<file path="src/rtl/sap_register_bank_pkg.sv">
// -----------------------------------------------------------------------------
// sap_pkg
// Shared definitions for the SAP register bank: default sizes, the operation
// encoding driven on the op port, the control FSM states, and a select
// range helper used for banks whose size is not a power of two.
// -----------------------------------------------------------------------------
package sap_pkg;

  localparam int unsigned SAP_WIDTH    = 8;
  localparam int unsigned SAP_NUM_REGS = 4;

  typedef enum logic [1:0] {
    OP_INC = 2'b00,
    OP_DEC = 2'b01,
    OP_SHL = 2'b10,
    OP_SHR = 2'b11
  } sap_op_e;

  typedef enum logic [1:0] {
    ST_IDLE,
    ST_SHIFT,
    ST_DONE
  } sap_state_e;

  // True when a select value addresses an implemented register.
  function automatic logic sel_in_range(input int unsigned sel,
                                        input int unsigned num_regs);
    return sel < num_regs;
  endfunction

endpackage

</file>
<file path="src/rtl/sap_register_bank_shift_step.sv">
// -----------------------------------------------------------------------------
// sap_shift_step
// Combinational single-bit shift of a WIDTH-bit word.
//   data_i    : word to shift
//   left_i    : 1 = shift toward MSB, 0 = shift toward LSB
//   data_o    : shifted word
//   out_bit_o : bit that left the word (MSB for left, LSB for right)
// Build option SAP_REGBANK_ROTATE_EN: when defined the outgoing bit re-enters
// at the opposite end (rotate); otherwise the vacated bit is zero-filled.
// -----------------------------------------------------------------------------
module sap_shift_step #(
  parameter int WIDTH = 8
) (
  input  logic [WIDTH-1:0] data_i,
  input  logic             left_i,
  output logic [WIDTH-1:0] data_o,
  output logic             out_bit_o
);

  logic fill_left;
  logic fill_right;

`ifdef SAP_REGBANK_ROTATE_EN
  assign fill_left  = data_i[WIDTH-1];
  assign fill_right = data_i[0];
`else
  assign fill_left  = 1'b0;
  assign fill_right = 1'b0;
`endif

  always_comb begin
    if (left_i) begin
      data_o    = {data_i[WIDTH-2:0], fill_left};
      out_bit_o = data_i[WIDTH-1];
    end else begin
      data_o    = {fill_right, data_i[WIDTH-1:1]};
      out_bit_o = data_i[0];
    end
  end

endmodule

</file>
<file path="src/rtl/sap_register_bank.sv">
// -----------------------------------------------------------------------------
// sap_register_bank
// Bank of NUM_REGS general-purpose WIDTH-bit registers on the SAP data bus.
// Supports bus load, gated bus read, single-cycle INC/DEC and a multi-cycle
// shift-by-N with busy/done handshake.
// Ports:
//   clk, reset        : rising-edge clock, asynchronous active-high reset
//   load_n/wr_sel/data_in : active-low write of data_in into reg[wr_sel]
//   op_n/op/op_sel/shamt  : active-low start of op on reg[op_sel]
//   enable_n/rd_sel/data_out : data_out = reg[rd_sel] when enable_n=0, else 0
//   busy  : shift in progress       done  : one-cycle completion pulse
//   zero  : target == 0 after last completed op
//   carry : INC/DEC wrap or last bit shifted out
// Build option SAP_REGBANK_ROTATE_EN (in sap_shift_step) turns shifts into
// rotates.
// -----------------------------------------------------------------------------
module sap_register_bank
  import sap_pkg::*;
#(
  parameter  int WIDTH    = SAP_WIDTH,
  parameter  int NUM_REGS = SAP_NUM_REGS,
  localparam int SELW     = $clog2(NUM_REGS),
  localparam int SHW      = $clog2(WIDTH + 1)
) (
  input  logic             clk,
  input  logic             reset,
  input  logic             load_n,
  input  logic [SELW-1:0]  wr_sel,
  input  logic [WIDTH-1:0] data_in,
  input  logic             op_n,
  input  logic [1:0]       op,
  input  logic [SELW-1:0]  op_sel,
  input  logic [SHW-1:0]   shamt,
  input  logic             enable_n,
  input  logic [SELW-1:0]  rd_sel,
  output logic [WIDTH-1:0] data_out,
  output logic             busy,
  output logic             done,
  output logic             zero,
  output logic             carry
);

  logic [WIDTH-1:0] regs_q [NUM_REGS];
  logic [WIDTH-1:0] regs_d [NUM_REGS];
  sap_state_e       state_q, state_d;
  sap_op_e          shop_q, shop_d;   // direction of the shift in progress
  logic [SELW-1:0]  tgt_q, tgt_d;     // register owned by the current op
  logic [SHW-1:0]   cnt_q, cnt_d;     // shifts still to perform
  logic             carry_q, carry_d;
  logic             zero_q, zero_d;

  logic             load_ok, op_ok;
  logic [WIDTH-1:0] op_val, tgt_val, rd_val;
  logic [WIDTH-1:0] step_val;
  logic             step_bit;
  logic             op_we;
  logic [SELW-1:0]  op_idx;
  logic [WIDTH-1:0] op_res;

  // A load is dropped only when it hits the register a shift is walking.
  assign load_ok = !load_n && sel_in_range(32'(wr_sel), NUM_REGS)
                   && !(state_q == ST_SHIFT && wr_sel == tgt_q);

  // Ops start only from IDLE; a same-cycle load to the same register wins.
  assign op_ok = !op_n && state_q == ST_IDLE
                 && sel_in_range(32'(op_sel), NUM_REGS)
                 && !(!load_n && wr_sel == op_sel);

  // Read muxes built by matching indices so out-of-range selects read 0.
  always_comb begin
    op_val  = '0;
    tgt_val = '0;
    rd_val  = '0;
    for (int i = 0; i < NUM_REGS; i++) begin
      if (op_sel == SELW'(i)) op_val  = regs_q[i];
      if (tgt_q  == SELW'(i)) tgt_val = regs_q[i];
      if (rd_sel == SELW'(i)) rd_val  = regs_q[i];
    end
  end

  sap_shift_step #(.WIDTH(WIDTH)) u_shift_step (
    .data_i    (tgt_val),
    .left_i    (shop_q == OP_SHL),
    .data_o    (step_val),
    .out_bit_o (step_bit)
  );

  always_comb begin
    // NOTE: every always_comb output gets a default first so no path can leave
    // it unassigned and infer a latch.
    state_d = state_q;
    shop_d  = shop_q;
    tgt_d   = tgt_q;
    cnt_d   = cnt_q;
    carry_d = carry_q;
    zero_d  = zero_q;
    op_we   = 1'b0;
    op_idx  = tgt_q;
    op_res  = '0;

    // NOTE: combinational logic uses blocking '=' so later statements see the
    // values computed above; only the always_ff uses '<='.
    unique case (state_q)
      ST_IDLE: begin
        if (op_ok) begin
          tgt_d  = op_sel;
          op_idx = op_sel;
          unique case (sap_op_e'(op))
            OP_INC: begin
              op_we   = 1'b1;
              op_res  = op_val + WIDTH'(1);
              carry_d = &op_val;
              zero_d  = (op_res == '0);
              state_d = ST_DONE;
            end
            OP_DEC: begin
              op_we   = 1'b1;
              op_res  = op_val - WIDTH'(1);
              carry_d = ~|op_val;
              zero_d  = (op_res == '0);
              state_d = ST_DONE;
            end
            OP_SHL, OP_SHR: begin
              shop_d  = sap_op_e'(op);
              carry_d = 1'b0;
              if (shamt == '0) begin
                zero_d  = (op_val == '0);
                state_d = ST_DONE;
              end else begin
                cnt_d   = shamt;
                state_d = ST_SHIFT;
              end
            end
            default: ;
          endcase
        end
      end
      ST_SHIFT: begin
        op_we   = 1'b1;
        op_res  = step_val;
        carry_d = step_bit;
        cnt_d   = cnt_q - SHW'(1);
        if (cnt_q == SHW'(1)) begin
          zero_d  = (step_val == '0);
          state_d = ST_DONE;
        end
      end
      ST_DONE: state_d = ST_IDLE;
      default: state_d = ST_IDLE;
    endcase

    // Load is applied last so it takes priority over any op result.
    for (int i = 0; i < NUM_REGS; i++) begin
      regs_d[i] = regs_q[i];
      if (op_we && op_idx == SELW'(i))   regs_d[i] = op_res;
      if (load_ok && wr_sel == SELW'(i)) regs_d[i] = data_in;
    end
  end

  always_ff @(posedge clk or posedge reset) begin
    if (reset) begin
      // NOTE: the register file is architecturally visible state that must
      // read 0 after reset, so every entry is cleared here.
      for (int i = 0; i < NUM_REGS; i++) regs_q[i] <= '0;
      state_q <= ST_IDLE;
      shop_q  <= OP_SHL;
      tgt_q   <= '0;
      cnt_q   <= '0;
      carry_q <= 1'b0;
      zero_q  <= 1'b0;
    end else begin
      for (int i = 0; i < NUM_REGS; i++) regs_q[i] <= regs_d[i];
      state_q <= state_d;
      shop_q  <= shop_d;
      tgt_q   <= tgt_d;
      cnt_q   <= cnt_d;
      carry_q <= carry_d;
      zero_q  <= zero_d;
    end
  end

  assign data_out = enable_n ? '0 : rd_val;
  assign busy     = (state_q == ST_SHIFT);
  assign done     = (state_q == ST_DONE);
  assign zero     = zero_q;
  assign carry    = carry_q;

endmodule

</file>
<file path="config.mk">
export PLATFORM = sky130hd
export DESIGN_NAME = sap_register_bank
export DESIGN_NICKNAME = d
export VERILOG_FILES = /design/src/rtl/sap_register_bank_pkg.sv /design/src/rtl/sap_register_bank_shift_step.sv /design/src/rtl/sap_register_bank.sv
export SDC_FILE = /design/constraint.sdc
export NUM_CORES = 1
export LEC_CHECK = 0
export BUFFER_PORTS_ARGS = -buffer_cell sky130_fd_sc_hd__buf_2
export CORE_MARGIN = 1.5
export CORE_UTILIZATION = 27
export CTS_CLUSTER_DIAMETER = 40
export CTS_CLUSTER_SIZE = 14
export DETAILED_ROUTE_END_ITERATION = 10
export GPL_TIMING_DRIVEN = 0
export MAX_ROUTING_LAYER = met4
export SLEW_MARGIN = 0
export SYNTH_ARGS = -nofsm -noshare
export SYNTH_HDL_FRONTEND = slang
export SYNTH_HIERARCHICAL = 1
export SYNTH_SLANG_ARGS = --single-unit
</file>
<file path="constraint.sdc">
create_clock -name clk -period 5.8 [get_ports clk]
set_input_delay 0.87 -clock clk [delete_from_list [all_inputs] [get_ports clk]]
set_output_delay 0.87 -clock clk [all_outputs]
set_load 0.01 [all_outputs]
</file>
==> metrics.md <==
| Metric | Value |
|---|---|
| Ys async rst share | 100% |
| CP Capture Type | primary output |
| Seq/Total Area, Yosys | 31.7% |
| Outcome | finished clean |
| First-pass GRT wire length | 16700 um |
| # setup viols final | 0 |
| Final core utilization | 32.4% |
| Post-CTS setup buffers | 0 |
| Hold Buf Count CTS | 0 |
| H-tree depth | 2 |
| R2r startpoint | tgt_q[1] |
| Setup TNS Final | 0 ns |
| Initial DRT Pass Iterations | 5 |
| ANT nets after route | 0 |
| Mapped Nets | 370 |
| Worst Path Max Fanout | 8 |
| Final worst path period share | 54.5% |
| Crit path kind | in -> out |
| Drc violations | 0 |
| Vias post-DR | 3009 |
| RR Endpoint | zero |
| WP buf/inv | 2 |
| Unrepaired setup endpoints after global routing | no |
| CP max stage delay | 0.60 ns |
| Leak Pwr | 1.75 nW |
| Mux contribution to synthesized area | 20.4% |
| DR vias/cell | 5.44 |
| Slowest-stage cell, CP | mux4_2 |
| Sequential Area | 1100 um^2 |
| Worst Max-Slew Pin Slew | 0.881 ns |
| Layout net count | 411 |
| 1st-iter DRT viols | 183 |
| Synth warnings | 6 |
| # Max-Cap Violations | 0 |
| Main flop type after synthesis | dfrtp_1 |
| Worst EP required | 4.93 ns |
| Clock skew | 0.0106 ns |
| Netlist Area Pre-Place | 3480 um^2 |
| Unique masters post-synth | 70 |
| Clock tree sinks | 44 |
| Die height | 116 um |
| GP Congestion | 0.863 |
| Slew Viols, Final | 0 |
| Area occupied by multi-input gates | 2200 um^2 |
| CTS tree | yes |
| Filler Cell Count | 1289 |
| WP depth | 4 |
| Number of synthesized register bits | 44 |
| EDFF count, synth | 0 |
| Num CTS Buffers | 5 |
| Clock Tree Root | clkbuf_16 |
| Die width | 116 um |
| Layout cells sized above 1 | 27.8% |
| # rows | 41 |
| Worst Setup SP | rd_sel[0] |
| Clock Path Buffers | 2 |
| PwrDens | 548 nW/um^2 |
| Number of top-level pins | 37 |
| Initial Util | 27.7% |
| CP cell instances | clkbuf_1 > mux4_2 > nor2b_1 > buf_2 |
| Placed cell area | 3910 um^2 |
| Final Routed Wirelength | 10400 um |
| R2R depth | 7 |
| Avg Inst Size Synth | 10.3 um^2 |
| Syn Inst Count | 339 |
| Startpoint Class | primary input |
| Maximum vdd drop | 0.000210 V |
| Antenna violations before repair | 0 |
| Pin count of the biggest net entering global routing | 27 |
| Commonest non-fill, non-tap cells in the layout | dfrtp_1 (43), buf_2 (33), inv_1 (25) |
| Crit-path leading delay family | buffers and inverters |
| Reg-to-reg slack, setup | 2.95 ns |
| Die ar. | 13600 um^2 |
| Largest family of logic cells by synthesized area | compound AO/OA/AOI/OAI gates |
| Vias in the first global route | 3074 |
| Final hold vios | 0 |
| Post-synthesis xor/xnor area fraction | 3.02% |
| FMAX | 316 MHz |
| Rel. slew slack | 41.2% |
| Crit path to | data_out[2] |
| Adder-Cell Fraction of Synth Area | 2.16% |
| Tot GR Track Use | 16.8% |
| Post-DR wirelength/cell | 18.8 um |
| Post-DP HPWL | 7920 um |
| Synth Area in Compound Gates | 23.4% |
| Synth Area in Simple Gates | 13.7% |
| Area delta synth->final | 17.3% |
| Core Footprint | 12600 um^2 |
| Clk_lat worst skew | 0.30 ns |
| Commonest non-fill, non-tap cell in the layout | dfrtp_1 |
| Post-layout min period | 3.16 ns |
| Antenna Diode Count | 0 |
| Post-route cell area | 4080 um^2 |
| Post-cts resize count | 0 |
| HP Class | reg -> reg |
| Crit path DAT | 2.29 ns |
| Port Buf Inserts | 31 |
| Gr ovfl total | 0 |
| Clk slew on worst S/H paths | 0.07 ns |
==> cell usage after synthesis, types with 10 or more instances <==
cell type	count	area share (%)
dfrtp_1	43	31
inv_1	26	2.8
mux4_2	24	16
a22oi_1	18	3.9
nand2_1	18	1.9
nor2_1	17	1.8
o21ai_1	16	2.3
a22o_1	15	3.8
nor2b_1	12	2.2
a21o_1	11	2.4
a21oi_1	10	1.4
==> state kept, by name, summed over array words and instances, names as in the netlist <==
signal / cells
carry: 1
state_q: 2
shop_q: 2
zero: 1
cnt_q: 4
regs_q: 32
tgt_q: 2
==> cells by family (layout without fill, tap and decap cells) <==
| group | after synthesis | after routing |
|---|---|---|
| AO/OA/AOI/OAI | 112 | 112 |
| buffers and inverters | 43 | 85 |
| XOR/XNOR | 12 | 12 |
| AND/OR/NAND/NOR | 85 | 85 |
| multiplexers | 37 | 37 |
| adder cells (fa/ha/maj) | 6 | 6 |
| flip-flops | 44 | 44 |
==> power by group <==
group,switching (W),internal [W],total [W]
clock,0.000136,0.000205,0.000341
sequential,0.000136,0.000446,0.000582
combinational,0.000705,0.000605,0.00131
total,0.000977,0.00126,0.00223
==> worst register-to-register path: stages, from the launching register on <==
cell,delay (ns)
dfrtp_1,0.45
buf_1,0.62
mux4_2,0.62
mux2_4,0.28
nor4_1,0.35
a21oi_1,0.14
mux2i_1,0.15
o41a_1,0.16
==> per-layer routing <==
layer | vias up | global-route usage, % | routed length, um
met5 | - | - | 0
met4 | 0 | 6.26 | 288
met3 | 25 | 3.32 | 680
met2 | 135 | 26.3 | 4930
met1 | 1459 | 21.6 | 4520
li1 | 1390 | - | -
==> area by class of cell <==
type                            count  area share, %
Buffer                             16           2.36
Clock buffer                        5           3.07
Clock inverter                      3           1.14
Inverter                           27           2.49
Multi-Input combinational cell    252           54.0
Sequential cell                    44           27.0
Tap cell                          172           5.28
Timing Repair Buffer               34           4.66
==> per-stage QoR <==
step | setup slack [ns] | hold slack [ns] | total power [W] | std cells
floorplan | 2.98 | 0.467 | 0.00154 | 339
detailed placement | 2.44 | 0.486 | 0.00188 | 545
global route | 2.42 | 0.524 | 0.00239 | 553
CTS | 2.63 | 0.497 | 0.00222 | 553
global placement | 2.22 | 0.482 | 0.00185 | 542
finish | 2.64 | 0.492 | 0.00223 | 553
==> worst min path at each step <==
stage | start | endpoint | slack, ns | cells after the start
2_1_floorplan | regs_q[2] | regs_q[2] | 0.47 | 2
3_3_place_gp | shop_q[1] | shop_q[1] | 0.48 | 1
3_5_place_dp | shop_q[1] | shop_q[1] | 0.49 | 1
4_1_cts | shop_q[1] | shop_q[1] | 0.50 | 1
5_1_grt | shop_q[1] | shop_q[1] | 0.52 | 1
6_report | shop_q[1] | shop_q[1] | 0.49 | 1
(Power assumes the default switching activity.)
